**src/rtl/dispatch_pkg.sv**
```systemverilog
// Shared definitions for the dispatch queue: RV32I opcode constants, the issue
// class encoding, the queued instruction and ROB allocation records, and the
// helper that produces the "no dependency" tag for a given ROB index width.
package dispatch_pkg;

    localparam logic [6:0] OP_LUI    = 7'b0110111;
    localparam logic [6:0] OP_AUIPC  = 7'b0010111;
    localparam logic [6:0] OP_JAL    = 7'b1101111;
    localparam logic [6:0] OP_JALR   = 7'b1100111;
    localparam logic [6:0] OP_BRANCH = 7'b1100011;
    localparam logic [6:0] OP_LOAD   = 7'b0000011;
    localparam logic [6:0] OP_STORE  = 7'b0100011;
    localparam logic [6:0] OP_IMM    = 7'b0010011;
    localparam logic [6:0] OP_OP     = 7'b0110011;

    // Where the head instruction goes; ClsNone means "drop silently".
    typedef enum logic [1:0] {
        ClsNone,
        ClsRs,
        ClsLsb,
        ClsRob
    } cls_e;

    typedef struct packed {
        logic [31:0] pc;
        logic [6:0]  opcode;
        logic [4:0]  rs1;
        logic [4:0]  rs2;
        logic [4:0]  rd;
        logic [31:0] imm;
        logic        pred;
    } inst_t;

    localparam int unsigned INST_W = $bits(inst_t);

    typedef struct packed {
        logic [6:0]  op;
        logic [4:0]  rd;
        logic [31:0] pc;
        logic [31:0] npc;
        logic        pred;
        logic        rdy;
        logic [31:0] data;
    } rob_t;

    function automatic cls_e classify(input logic [6:0] op);
        case (op)
            OP_OP, OP_IMM, OP_BRANCH, OP_JALR: return ClsRs;
            OP_LOAD, OP_STORE:                 return ClsLsb;
            OP_LUI, OP_AUIPC, OP_JAL:          return ClsRob;
            default:                           return ClsNone;
        endcase
    endfunction

    // Tag one past the largest ROB index: operand value is already available.
    function automatic logic [31:0] non_dep(input int unsigned rob_w);
        return 32'd1 << rob_w;
    endfunction

endpackage

```
**src/rtl/dispatch_queue_if.sv**
```systemverilog
// Instruction-fetch to dispatch handshake.
//   in_valid / in_ready : transfer when both are high on a clock edge
//   in_pc, in_opcode, in_rs1, in_rs2, in_rd, in_imm, in_pred : decoded instruction
// master = fetch side, slave = dispatch queue.
interface dispatch_queue_if;
    logic        in_valid;
    logic        in_ready;
    logic [31:0] in_pc;
    logic [6:0]  in_opcode;
    logic [4:0]  in_rs1;
    logic [4:0]  in_rs2;
    logic [4:0]  in_rd;
    logic [31:0] in_imm;
    logic        in_pred;

    modport master (
        output in_valid, in_pc, in_opcode, in_rs1, in_rs2, in_rd, in_imm, in_pred,
        input  in_ready
    );

    modport slave (
        input  in_valid, in_pc, in_opcode, in_rs1, in_rs2, in_rd, in_imm, in_pred,
        output in_ready
    );
endinterface

```
**src/rtl/dispatch_fifo.sv**
```systemverilog
// In-order storage for the dispatch queue.
//   clk_in, rst_in : clock, asynchronous active-high reset
//   i_push, i_data : write one entry (caller guarantees not full)
//   i_pop          : retire the head (caller guarantees not empty)
//   i_flush        : discard all entries; wins over push/pop
//   o_head         : head entry, valid while o_count != 0
//   o_count        : occupancy, 0 .. 2**ADDR_W
module dispatch_fifo #(
    parameter int unsigned WIDTH  = 8,
    parameter int unsigned ADDR_W = 2
) (
    input  logic              clk_in,
    input  logic              rst_in,
    input  logic              i_push,
    input  logic              i_pop,
    input  logic              i_flush,
    input  logic [WIDTH-1:0]  i_data,
    output logic [WIDTH-1:0]  o_head,
    output logic [ADDR_W:0]   o_count
);
    localparam int unsigned DEPTH = 1 << ADDR_W;

    logic [WIDTH-1:0]  r_mem [DEPTH];
    logic [ADDR_W-1:0] r_wptr;
    logic [ADDR_W-1:0] r_rptr;
    logic [ADDR_W:0]   r_count;

    // Pointers are exactly ADDR_W bits, so increment wraps modulo the depth.
    always_ff @(posedge clk_in or posedge rst_in) begin
        if (rst_in) begin
            r_wptr  <= '0;
            r_rptr  <= '0;
            r_count <= '0;
        end else if (i_flush) begin
            r_wptr  <= '0;
            r_rptr  <= '0;
            r_count <= '0;
        end else begin
            if (i_push) r_wptr <= r_wptr + 1'b1;
            if (i_pop)  r_rptr <= r_rptr + 1'b1;
            case ({i_push, i_pop})
                2'b10:   r_count <= r_count + 1'b1;
                2'b01:   r_count <= r_count - 1'b1;
                default: r_count <= r_count;
            endcase
        end
    end

    always_ff @(posedge clk_in) begin
        if (i_push && !i_flush) r_mem[r_wptr] <= i_data;
    end

    assign o_head  = r_mem[r_rptr];
    assign o_count = r_count;
endmodule

```
**src/rtl/dispatch_queue.sv**
```systemverilog
// Dispatch queue: buffers decoded instructions in order and issues the head to
// the reservation station (ALU ops), load/store buffer (memory ops) or ROB only
// (lui/auipc/jal), allocating a ROB entry and renaming rd in the register file.
//   clk_in, rst_in, rdy_in, flush_in : clock, async reset, run enable, flush
//   in_if (slave)        : fetch handshake and decoded instruction
//   rf_rs1/rf_rs2 -> rf_qj/rf_qk/rf_vj/rf_vk : combinational RF read for the head
//   cdb_*                : result broadcast
//   rob_full, rob_idx, rs_full, lsb_full : backend status
//   rs_*, lsb_*, rob_*, rf_en/rf_rob/rf_rd : registered issue outputs, *_en pulses
// Optional: define CDB_BYPASS_EN to forward a same-cycle CDB result into the
// issued operands instead of the stale RF tag.
module dispatch_queue
    import dispatch_pkg::*;
#(
    parameter int unsigned RoB_WIDTH   = 3,
    parameter int unsigned QUEUE_WIDTH = 2
) (
    input  logic                 clk_in,
    input  logic                 rst_in,
    input  logic                 rdy_in,
    input  logic                 flush_in,
    dispatch_queue_if.slave      in_if,
    output logic [4:0]           rf_rs1,
    output logic [4:0]           rf_rs2,
    input  logic [RoB_WIDTH:0]   rf_qj,
    input  logic [RoB_WIDTH:0]   rf_qk,
    input  logic [31:0]          rf_vj,
    input  logic [31:0]          rf_vk,
    input  logic                 cdb_valid,
    input  logic [RoB_WIDTH-1:0] cdb_rob,
    input  logic [31:0]          cdb_data,
    input  logic                 rob_full,
    input  logic [RoB_WIDTH-1:0] rob_idx,
    input  logic                 rs_full,
    input  logic                 lsb_full,
    output logic                 rs_en,
    output logic [RoB_WIDTH-1:0] rs_rob,
    output logic [6:0]           rs_op,
    output logic [31:0]          rs_vj,
    output logic [31:0]          rs_vk,
    output logic [RoB_WIDTH:0]   rs_qj,
    output logic [RoB_WIDTH:0]   rs_qk,
    output logic [31:0]          rs_imm,
    output logic [31:0]          rs_pc,
    output logic                 lsb_en,
    output logic [RoB_WIDTH-1:0] lsb_rob,
    output logic [6:0]           lsb_op,
    output logic [31:0]          lsb_vj,
    output logic [31:0]          lsb_vk,
    output logic [RoB_WIDTH:0]   lsb_qj,
    output logic [RoB_WIDTH:0]   lsb_qk,
    output logic [31:0]          lsb_imm,
    output logic [31:0]          lsb_pc,
    output logic                 rob_en,
    output logic [6:0]           rob_op,
    output logic [4:0]           rob_rd,
    output logic [31:0]          rob_pc,
    output logic [31:0]          rob_npc,
    output logic                 rob_pred,
    output logic                 rob_rdy,
    output logic [31:0]          rob_data,
    output logic                 rf_en,
    output logic [RoB_WIDTH-1:0] rf_rob,
    output logic [4:0]           rf_rd
);
    localparam logic [31:0]        NON_DEP_W = non_dep(RoB_WIDTH);
    localparam logic [RoB_WIDTH:0] NON_DEP   = NON_DEP_W[RoB_WIDTH:0];

    typedef struct packed {
        logic [RoB_WIDTH-1:0] rob;
        logic [6:0]           op;
        logic [31:0]          vj;
        logic [31:0]          vk;
        logic [RoB_WIDTH:0]   qj;
        logic [RoB_WIDTH:0]   qk;
        logic [31:0]          imm;
        logic [31:0]          pc;
    } ops_t;

    inst_t                w_in_inst;
    inst_t                w_head;
    cls_e                 w_cls;
    logic [QUEUE_WIDTH:0] w_count;
    logic                 w_empty, w_full, w_push, w_pop, w_target_ok, w_rf_write;
    logic [RoB_WIDTH:0]   w_qj, w_qk;
    logic [31:0]          w_vj, w_vk;
    ops_t                 w_ops, r_ops;
    rob_t                 w_rob, r_rob;
    logic                 r_ready, r_rs_en, r_lsb_en, r_rob_en, r_rf_en;
    logic [RoB_WIDTH-1:0] r_rf_rob;
    logic [4:0]           r_rf_rd;

    assign w_in_inst = '{pc: in_if.in_pc, opcode: in_if.in_opcode, rs1: in_if.in_rs1,
                         rs2: in_if.in_rs2, rd: in_if.in_rd, imm: in_if.in_imm,
                         pred: in_if.in_pred};

    assign w_cls   = classify(w_head.opcode);
    assign w_empty = (w_count == '0);
    assign w_full  = w_count[QUEUE_WIDTH];
    // r_ready keeps in_ready low through reset and until the first edge after it.
    assign in_if.in_ready = r_ready && rdy_in && !w_full;
    assign w_push = in_if.in_valid && in_if.in_ready && !flush_in;
    assign w_pop  = rdy_in && !flush_in && !w_empty && w_target_ok;

    dispatch_fifo #(
        .WIDTH (INST_W),
        .ADDR_W(QUEUE_WIDTH)
    ) u_fifo (
        .clk_in (clk_in),
        .rst_in (rst_in),
        .i_push (w_push),
        .i_pop  (w_pop),
        .i_flush(flush_in),
        .i_data (w_in_inst),
        .o_head (w_head),
        .o_count(w_count)
    );

    // Unrecognised opcodes need no resources and are dropped as soon as they reach the head.
    always_comb begin
        w_target_ok = 1'b1;
        unique case (w_cls)
            ClsRs:   w_target_ok = !rob_full && !rs_full;
            ClsLsb:  w_target_ok = !rob_full && !lsb_full;
            ClsRob:  w_target_ok = !rob_full;
            ClsNone: w_target_ok = 1'b1;
        endcase
    end

    always_comb begin
        rf_rs1 = '0;
        rf_rs2 = '0;
        if (!w_empty) begin
            if (!(w_head.opcode inside {OP_LUI, OP_AUIPC, OP_JAL})) rf_rs1 = w_head.rs1;
            if (w_head.opcode inside {OP_OP, OP_BRANCH, OP_STORE})  rf_rs2 = w_head.rs2;
        end
    end

`ifdef CDB_BYPASS_EN
    // A result broadcast this cycle has not reached the RF yet; take it from the CDB.
    always_comb begin
        w_qj = rf_qj;
        w_vj = rf_vj;
        w_qk = rf_qk;
        w_vk = rf_vk;
        if (cdb_valid && (rf_qj == {1'b0, cdb_rob})) begin
            w_qj = NON_DEP;
            w_vj = cdb_data;
        end
        if (cdb_valid && (rf_qk == {1'b0, cdb_rob})) begin
            w_qk = NON_DEP;
            w_vk = cdb_data;
        end
    end
`else
    assign w_qj = rf_qj;
    assign w_vj = rf_vj;
    assign w_qk = rf_qk;
    assign w_vk = rf_vk;
    logic w_unused_cdb;
    assign w_unused_cdb = ^{cdb_valid, cdb_rob, cdb_data};
`endif

    always_comb begin
        w_ops.rob = rob_idx;
        w_ops.op  = w_head.opcode;
        w_ops.qj  = w_qj;
        w_ops.vj  = w_vj;
        w_ops.qk  = w_qk;
        w_ops.vk  = w_vk;
        w_ops.imm = w_head.imm;
        w_ops.pc  = w_head.pc;
        if (w_head.opcode inside {OP_IMM, OP_LOAD, OP_JALR}) begin
            w_ops.qk = NON_DEP;
            w_ops.vk = '0;
        end
        if (w_head.opcode == OP_OP) w_ops.imm = '0;
    end

    always_comb begin
        w_rob.op   = w_head.opcode;
        w_rob.rd   = w_head.rd;
        w_rob.pc   = w_head.pc;
        w_rob.npc  = w_head.pc + 32'd4;
        w_rob.pred = 1'b0;
        w_rob.rdy  = 1'b0;
        w_rob.data = '0;
        case (w_head.opcode)
            OP_LUI: begin
                w_rob.rdy  = 1'b1;
                w_rob.data = {w_head.imm[19:0], 12'b0};
            end
            OP_AUIPC: begin
                w_rob.rdy  = 1'b1;
                w_rob.data = w_head.pc + {w_head.imm[19:0], 12'b0};
            end
            OP_JAL: begin
                w_rob.rdy  = 1'b1;
                w_rob.data = w_head.pc + 32'd4;
                w_rob.npc  = w_head.pc + w_head.imm;
            end
            OP_BRANCH: begin
                w_rob.rd   = '0;
                w_rob.npc  = w_head.pc + w_head.imm;
                w_rob.pred = w_head.pred;
            end
            default: ;
        endcase
    end

    assign w_rf_write = (w_cls != ClsNone) && !(w_head.opcode inside {OP_BRANCH, OP_STORE});

    // w_pop is already low under flush or !rdy_in, so every *_en drops to 0 then.
    always_ff @(posedge clk_in or posedge rst_in) begin
        if (rst_in) begin
            r_ready  <= 1'b0;
            r_rs_en  <= 1'b0;
            r_lsb_en <= 1'b0;
            r_rob_en <= 1'b0;
            r_rf_en  <= 1'b0;
            r_ops    <= '0;
            r_rob    <= '0;
            r_rf_rob <= '0;
            r_rf_rd  <= '0;
        end else begin
            r_ready  <= 1'b1;
            r_rs_en  <= w_pop && (w_cls == ClsRs);
            r_lsb_en <= w_pop && (w_cls == ClsLsb);
            r_rob_en <= w_pop && (w_cls != ClsNone);
            r_rf_en  <= w_pop && w_rf_write;
            if (w_pop) begin
                r_ops    <= w_ops;
                r_rob    <= w_rob;
                r_rf_rob <= rob_idx;
                r_rf_rd  <= w_head.rd;
            end
        end
    end

    // RS and LSB share one field register; only the enables differ.
    assign rs_en    = r_rs_en;
    assign rs_rob   = r_ops.rob;
    assign rs_op    = r_ops.op;
    assign rs_vj    = r_ops.vj;
    assign rs_vk    = r_ops.vk;
    assign rs_qj    = r_ops.qj;
    assign rs_qk    = r_ops.qk;
    assign rs_imm   = r_ops.imm;
    assign rs_pc    = r_ops.pc;
    assign lsb_en   = r_lsb_en;
    assign lsb_rob  = r_ops.rob;
    assign lsb_op   = r_ops.op;
    assign lsb_vj   = r_ops.vj;
    assign lsb_vk   = r_ops.vk;
    assign lsb_qj   = r_ops.qj;
    assign lsb_qk   = r_ops.qk;
    assign lsb_imm  = r_ops.imm;
    assign lsb_pc   = r_ops.pc;
    assign rob_en   = r_rob_en;
    assign rob_op   = r_rob.op;
    assign rob_rd   = r_rob.rd;
    assign rob_pc   = r_rob.pc;
    assign rob_npc  = r_rob.npc;
    assign rob_pred = r_rob.pred;
    assign rob_rdy  = r_rob.rdy;
    assign rob_data = r_rob.data;
    assign rf_en    = r_rf_en;
    assign rf_rob   = r_rf_rob;
    assign rf_rd    = r_rf_rd;
endmodule

```
**src/flat_wrapper.sv**
```systemverilog
// flat-port wrapper written by rule: the top's interface ports become plain ports
module dispatch_queue_flat import dispatch_pkg::*;
#(
    parameter int unsigned RoB_WIDTH   = 3,
    parameter int unsigned QUEUE_WIDTH = 2
)
  (clk_in, rst_in, rdy_in, flush_in, rf_rs1, rf_rs2, rf_qj, rf_qk, rf_vj, rf_vk, cdb_valid, cdb_rob, cdb_data, rob_full, rob_idx, rs_full, lsb_full, rs_en, rs_rob, rs_op, rs_vj, rs_vk, rs_qj, rs_qk, rs_imm, rs_pc, lsb_en, lsb_rob, lsb_op, lsb_vj, lsb_vk, lsb_qj, lsb_qk, lsb_imm, lsb_pc, rob_en, rob_op, rob_rd, rob_pc, rob_npc, rob_pred, rob_rdy, rob_data, rf_en, rf_rob, rf_rd, in_if_in_valid, in_if_in_pc, in_if_in_opcode, in_if_in_rs1, in_if_in_rs2, in_if_in_rd, in_if_in_imm, in_if_in_pred, in_if_in_ready);
  dispatch_queue_if in_if_i ();
  input  logic clk_in;
  input  logic rst_in;
  input  logic rdy_in;
  input  logic flush_in;
  output logic [4:0] rf_rs1;
  output logic [4:0] rf_rs2;
  input  logic [RoB_WIDTH:0] rf_qj;
  input  logic [RoB_WIDTH:0] rf_qk;
  input  logic [31:0] rf_vj;
  input  logic [31:0] rf_vk;
  input  logic cdb_valid;
  input  logic [RoB_WIDTH-1:0] cdb_rob;
  input  logic [31:0] cdb_data;
  input  logic rob_full;
  input  logic [RoB_WIDTH-1:0] rob_idx;
  input  logic rs_full;
  input  logic lsb_full;
  output logic rs_en;
  output logic [RoB_WIDTH-1:0] rs_rob;
  output logic [6:0] rs_op;
  output logic [31:0] rs_vj;
  output logic [31:0] rs_vk;
  output logic [RoB_WIDTH:0] rs_qj;
  output logic [RoB_WIDTH:0] rs_qk;
  output logic [31:0] rs_imm;
  output logic [31:0] rs_pc;
  output logic lsb_en;
  output logic [RoB_WIDTH-1:0] lsb_rob;
  output logic [6:0] lsb_op;
  output logic [31:0] lsb_vj;
  output logic [31:0] lsb_vk;
  output logic [RoB_WIDTH:0] lsb_qj;
  output logic [RoB_WIDTH:0] lsb_qk;
  output logic [31:0] lsb_imm;
  output logic [31:0] lsb_pc;
  output logic rob_en;
  output logic [6:0] rob_op;
  output logic [4:0] rob_rd;
  output logic [31:0] rob_pc;
  output logic [31:0] rob_npc;
  output logic rob_pred;
  output logic rob_rdy;
  output logic [31:0] rob_data;
  output logic rf_en;
  output logic [RoB_WIDTH-1:0] rf_rob;
  output logic [4:0] rf_rd;
  input wire logic [$bits(in_if_i.in_valid)-1:0] in_if_in_valid;
  input wire logic [$bits(in_if_i.in_pc)-1:0] in_if_in_pc;
  input wire logic [$bits(in_if_i.in_opcode)-1:0] in_if_in_opcode;
  input wire logic [$bits(in_if_i.in_rs1)-1:0] in_if_in_rs1;
  input wire logic [$bits(in_if_i.in_rs2)-1:0] in_if_in_rs2;
  input wire logic [$bits(in_if_i.in_rd)-1:0] in_if_in_rd;
  input wire logic [$bits(in_if_i.in_imm)-1:0] in_if_in_imm;
  input wire logic [$bits(in_if_i.in_pred)-1:0] in_if_in_pred;
  output wire logic [$bits(in_if_i.in_ready)-1:0] in_if_in_ready;
  assign in_if_i.in_valid = in_if_in_valid;
  assign in_if_i.in_pc = in_if_in_pc;
  assign in_if_i.in_opcode = in_if_in_opcode;
  assign in_if_i.in_rs1 = in_if_in_rs1;
  assign in_if_i.in_rs2 = in_if_in_rs2;
  assign in_if_i.in_rd = in_if_in_rd;
  assign in_if_i.in_imm = in_if_in_imm;
  assign in_if_i.in_pred = in_if_in_pred;
  assign in_if_in_ready = in_if_i.in_ready;
  dispatch_queue #(.RoB_WIDTH(RoB_WIDTH), .QUEUE_WIDTH(QUEUE_WIDTH)) u_core (.clk_in(clk_in), .rst_in(rst_in), .rdy_in(rdy_in), .flush_in(flush_in), .in_if(in_if_i), .rf_rs1(rf_rs1), .rf_rs2(rf_rs2), .rf_qj(rf_qj), .rf_qk(rf_qk), .rf_vj(rf_vj), .rf_vk(rf_vk), .cdb_valid(cdb_valid), .cdb_rob(cdb_rob), .cdb_data(cdb_data), .rob_full(rob_full), .rob_idx(rob_idx), .rs_full(rs_full), .lsb_full(lsb_full), .rs_en(rs_en), .rs_rob(rs_rob), .rs_op(rs_op), .rs_vj(rs_vj), .rs_vk(rs_vk), .rs_qj(rs_qj), .rs_qk(rs_qk), .rs_imm(rs_imm), .rs_pc(rs_pc), .lsb_en(lsb_en), .lsb_rob(lsb_rob), .lsb_op(lsb_op), .lsb_vj(lsb_vj), .lsb_vk(lsb_vk), .lsb_qj(lsb_qj), .lsb_qk(lsb_qk), .lsb_imm(lsb_imm), .lsb_pc(lsb_pc), .rob_en(rob_en), .rob_op(rob_op), .rob_rd(rob_rd), .rob_pc(rob_pc), .rob_npc(rob_npc), .rob_pred(rob_pred), .rob_rdy(rob_rdy), .rob_data(rob_data), .rf_en(rf_en), .rf_rob(rf_rob), .rf_rd(rf_rd));
endmodule
```
**config.mk**
```make
export PLATFORM = sky130hd
export DESIGN_NAME = dispatch_queue_flat
export DESIGN_NICKNAME = d
export VERILOG_FILES = /design/src/rtl/dispatch_pkg.sv /design/src/rtl/dispatch_queue_if.sv /design/src/rtl/dispatch_fifo.sv /design/src/rtl/dispatch_queue.sv /design/src/flat_wrapper.sv
export SDC_FILE = /design/constraint.sdc
export NUM_CORES = 1
export LEC_CHECK = 0
export CELL_PAD_IN_SITES_DETAIL_PLACEMENT = 0
export CELL_PAD_IN_SITES_GLOBAL_PLACEMENT = 1
export CORE_MARGIN = 2
export CORE_UTILIZATION = 37
export CTS_BUF_LIST = sky130_fd_sc_hd__clkbuf_8
export DETAILED_ROUTE_END_ITERATION = 16
export PLACE_DENSITY = 0.86
export SETUP_SLACK_MARGIN = 0.5
export SYNTH_ARGS = -nofsm -noshare
export SYNTH_HDL_FRONTEND = slang
export SYNTH_SLANG_ARGS = --single-unit
export TNS_END_PERCENT = 50
```
**constraint.sdc**
```tcl
create_clock -name clk_in -period 8.4 [get_ports clk_in]
set_clock_uncertainty 0.15 [all_clocks]
set_input_delay 2.1 -clock clk_in [delete_from_list [all_inputs] [get_ports clk_in]]
set_output_delay 2.1 -clock clk_in [all_outputs]
set_load 0.01 [all_outputs]
```
==> results_dict.tcl <==
set metrics [dict create \
    finish.net_count 2751 \
    antenna_violating_nets_post_route 0 \
    detailroute.wirelength.met3_um 6529 \
    drt-vias-per-instance 5.158 \
    number_of_antenna_violations_at_the_first_check_in_global_routing 15 \
    placeableCoreArea_mm2 0.07136 \
    crit_path_from "u_core.u_fifo.r_rptr[0]" \
    htree_num_levels 3 \
    max_clock_buf_depth 3 \
    mappedNetlistArea_mm2 0.02662 \
    timing_worst_slew_pin_value_ns 1.085 \
    setup-violations-final 0 \
    tritoncts "built" \
    crit_required_ns 6.15 \
    timing.critical_path.from_type "register" \
    max_slew_margin 0.2765 \
    cts_repair_resize_count 0 \
    critical_path.max_fanout 66 \
    period_share 0.8446 \
    share_of_yosys_cell_area_claimed_by_the_top_area_cell_type 0.3926 \
    yosys-top-cells-count "edfxtp_1, nand2_1, dfrtp_1, buf_4, nor2_1" \
    ys_warn_count 0 \
    static-leakage-power_nw 12.99 \
    cts_setup_buffers 0 \
    synth_enable_flop_cells 348 \
    drv_slew 0 \
    critical-path-max-stage-delay_ns 0.76 \
    grt_pass1_wl_um 120500 \
    clk_root_buffer_cell "clkbuf_8" \
    wirelength_met1_um 32880 \
    track_usage 0.2194 \
    synth.largest_area_cell "edfxtp_1" \
    finalCriticalPeriod_ns 7.095 \
    detailed_place_hpwl_um 60450 \
    swShare 0.3138 \
    setup.reg_to_reg.worst_slack_ns 2.21 \
    finish.cell_count_without_fillers 3519 \
    wl_per_cell_um 23.54 \
    cp_top_family "simple AND/OR/NAND/NOR gates" \
    placed_cells 3337 \
    power_switching_mw 3.130 \
    status "complete, no violations" \
    hold_viol 0 \
    first_global_vias 18250 \
    worstHoldPathType "reg2reg" \
    synthesis.nets 2316 \
    numClockSinks 582 \
    crit_buf_inv 2 \
    layout_setup_ws_ns 1.305 \
    initial_core_util 0.3730 \
    synth_cell_types 70 \
    netlist_top_cells_area "edfxtp_1, dfrtp_1, mux4_2, buf_4, nand2_1" \
    timing.critical_path.cells "buf_12 > mux4_2 > nand2_1 > or2_1 > or2_1 > nand3_1 > nor2b_1 > clkdlybuf4s50_1" \
    asyncSetResetFlopFracSynth 0.4021 \
    route.top_layer_used "met5" \
    die_y_um 272.2 \
    drt_first_pass_iters 5 \
    die-area_mm2 0.07411 \
    tns_ns 0 \
    cap_viol_max_count 0 \
    critical_path_class "reg2out" \
    regToRegStartpoint "u_core.u_fifo.r_rptr[0]" \
    number_of_rows_created_at_floorplan 98 \
    cts_hold_buffers 0 \
    ios 631 \
    vias 18150 \
    drc 0 \
    routed_wirelength_um 82850 \
    postLayoutCoreUtil 0.4791 \
    clkLatencyLatePin_ns 0.71 \
    synth-seq-area-share 0.6125 \
    synth_seq_cells 582 \
    power.share.combinational 0.330 \
    power_frac_seq 0.407 \
    cpMaxStageDelayCell "or2_1" \
    grt_max_degree 140 \
    rsz0062_at_grt "no" \
    numCtsBuffers 94 \
    worst_ir_drop_vdd_mv 0.2018 \
    first_iter_violations 1347 \
    layout-drive-gt1-share 0.1064 \
    place_worst_setup_slack_ns 1.974 \
    wl_met2_um 40380 \
    gpl.final_weighted_congestion 0.9259 \
    launch_point_of_the_worst_hold_path "u_core.rob_npc[21]" \
    power_report.internal_total_mw 6.845 \
    port_buffers 594 \
    critical_path.endpoint_type "output pin" \
    worst_setup_hold_path_clk_slew_ns 0.06 \
    p_per_area_mw_per_mm2 291.7 \
    achievable-frequency_mhz 140.9 \
    layout-area-overhead-vs-synth_pct 28.43 \
    synth_cells 2048 \
    clockPowerShare 0.262 \
    synth_ff_type "edfxtp_1" \
    synth_area_per_cell_um2 13.00 \
    die-width_um 272.2 \
    arrival_ns 4.84 \
    cp_common_cell "or2_1" \
    globalRouteOverflowTotal 0 \
]
## metal layers
metal | global-route usage | vias up
met3 | 0.05907 | 156
met4 | 0.09268 | 22
met1 | 0.2728 | 9062
li1 | - | 8180
met5 | 0 | -
met2 | 0.3614 | 732
## power groups by stage
stage	sequential, mW	combinational [mW]	clock [mW]
floorplan	4.12	1.45	0
global placement	4.09	3.29	0
detailed placement	4.12	3.31	0
CTS	4.07	3.33	2.69
global route	4.12	3.50	2.82
finish	4.06	3.29	2.62
## worst min-delay path: cells and delay by family (launching register included)
kind / cells / cell delay (ns)
AND/OR/NAND/NOR: 1 / 0.05
AO/OA/AOI/OAI: 1 / 0.06
flip-flops: 1 / 0.34
## logic make-up (layout without fill, tap and decap cells)
| group | Yosys count | count (layout) | share of synthesized area |
|---|---|---|---|
| flip-flops | 582 | 582 | 0.6125 |
| XOR/XNOR | 69 | 69 | 0.02298 |
| AO/OA/AOI/OAI | 350 | 350 | 0.08695 |
| adder cells (fa/ha/maj) | 62 | 62 | 0.02999 |
| multiplexers | 96 | 96 | 0.07708 |
| buffers and inverters | 297 | 814 | 0.07295 |
| AND/OR/NAND/NOR | 591 | 591 | 0.09739 |
| other | 1 | 5 | 0.0001409 |
## path summary, 6_finish.rpt
path                       depth (start not counted)                 endpoint
min reg2reg                                        2       u_core.rob_npc[21]
max                                                8                rf_rs1[3]
min in group asynchronous                          2        u_core.lsb_vk[27]
min                                                2       u_core.rob_npc[21]
max reg2reg                                       14        u_core.lsb_vk[20]
max in group asynchronous                          3  u_core.u_fifo.r_rptr[1]
## stage by stage
| step | hold WS (ns) | total power, mW | cell area [um^2] |
|---|---|---|---|
| finish | 0.3256 | 9.975 | 34190 |
| CTS | 0.3334 | 10.09 | 34180 |
| detailed placement | 0.3205 | 7.433 | 32130 |
| global placement | 0.3148 | 7.382 | 32130 |
| floorplan | 0.3570 | 5.575 | 26620 |
| global route | 0.3601 | 10.44 | 34190 |
## state kept, by name, summed over array words and instances (netlist names), 2 cells and up
register               count
u_core.lsb_imm            32
u_core.lsb_op              7
u_core.lsb_pc             32
u_core.lsb_qj              4
u_core.lsb_qk              4
u_core.lsb_vj             32
u_core.lsb_vk             32
u_core.rf_rd               5
u_core.rf_rob              3
u_core.rob_data           32
u_core.rob_npc            32
u_core.rob_rd              5
u_core.u_fifo.o_count      3
u_core.u_fifo.r_mem      348
u_core.u_fifo.r_rptr       2
u_core.u_fifo.r_wptr       2
## cell type report
cell class / count / area [um^2]
tap: 950 / 1189
clock buffer: 104 / 1431
sequential: 582 / 16310
inverter: 22 / 86.33
clock inverter: 74 / 618.1
multi-input combinational: 1169 / 8396
antenna: 4 / 10.01
timing repair buffer: 614 / 6146
fill: 6210 / 37170
## cell usage in the layout (no fill, tap or decap), types with 67 or more instances in the layout
cell type        netlist  layout
a21oi_1               80      79
nand2_1              348     348
o21ai_0               82      82
clkdlybuf4s50_1        0     594
mux4_2                87      87
edfxtp_1             348     348
nor2_1               114     114
dfrtp_1              234     232
a22o_1                67      67
clkbuf_8               0     104
(Power assumes the default switching activity.)
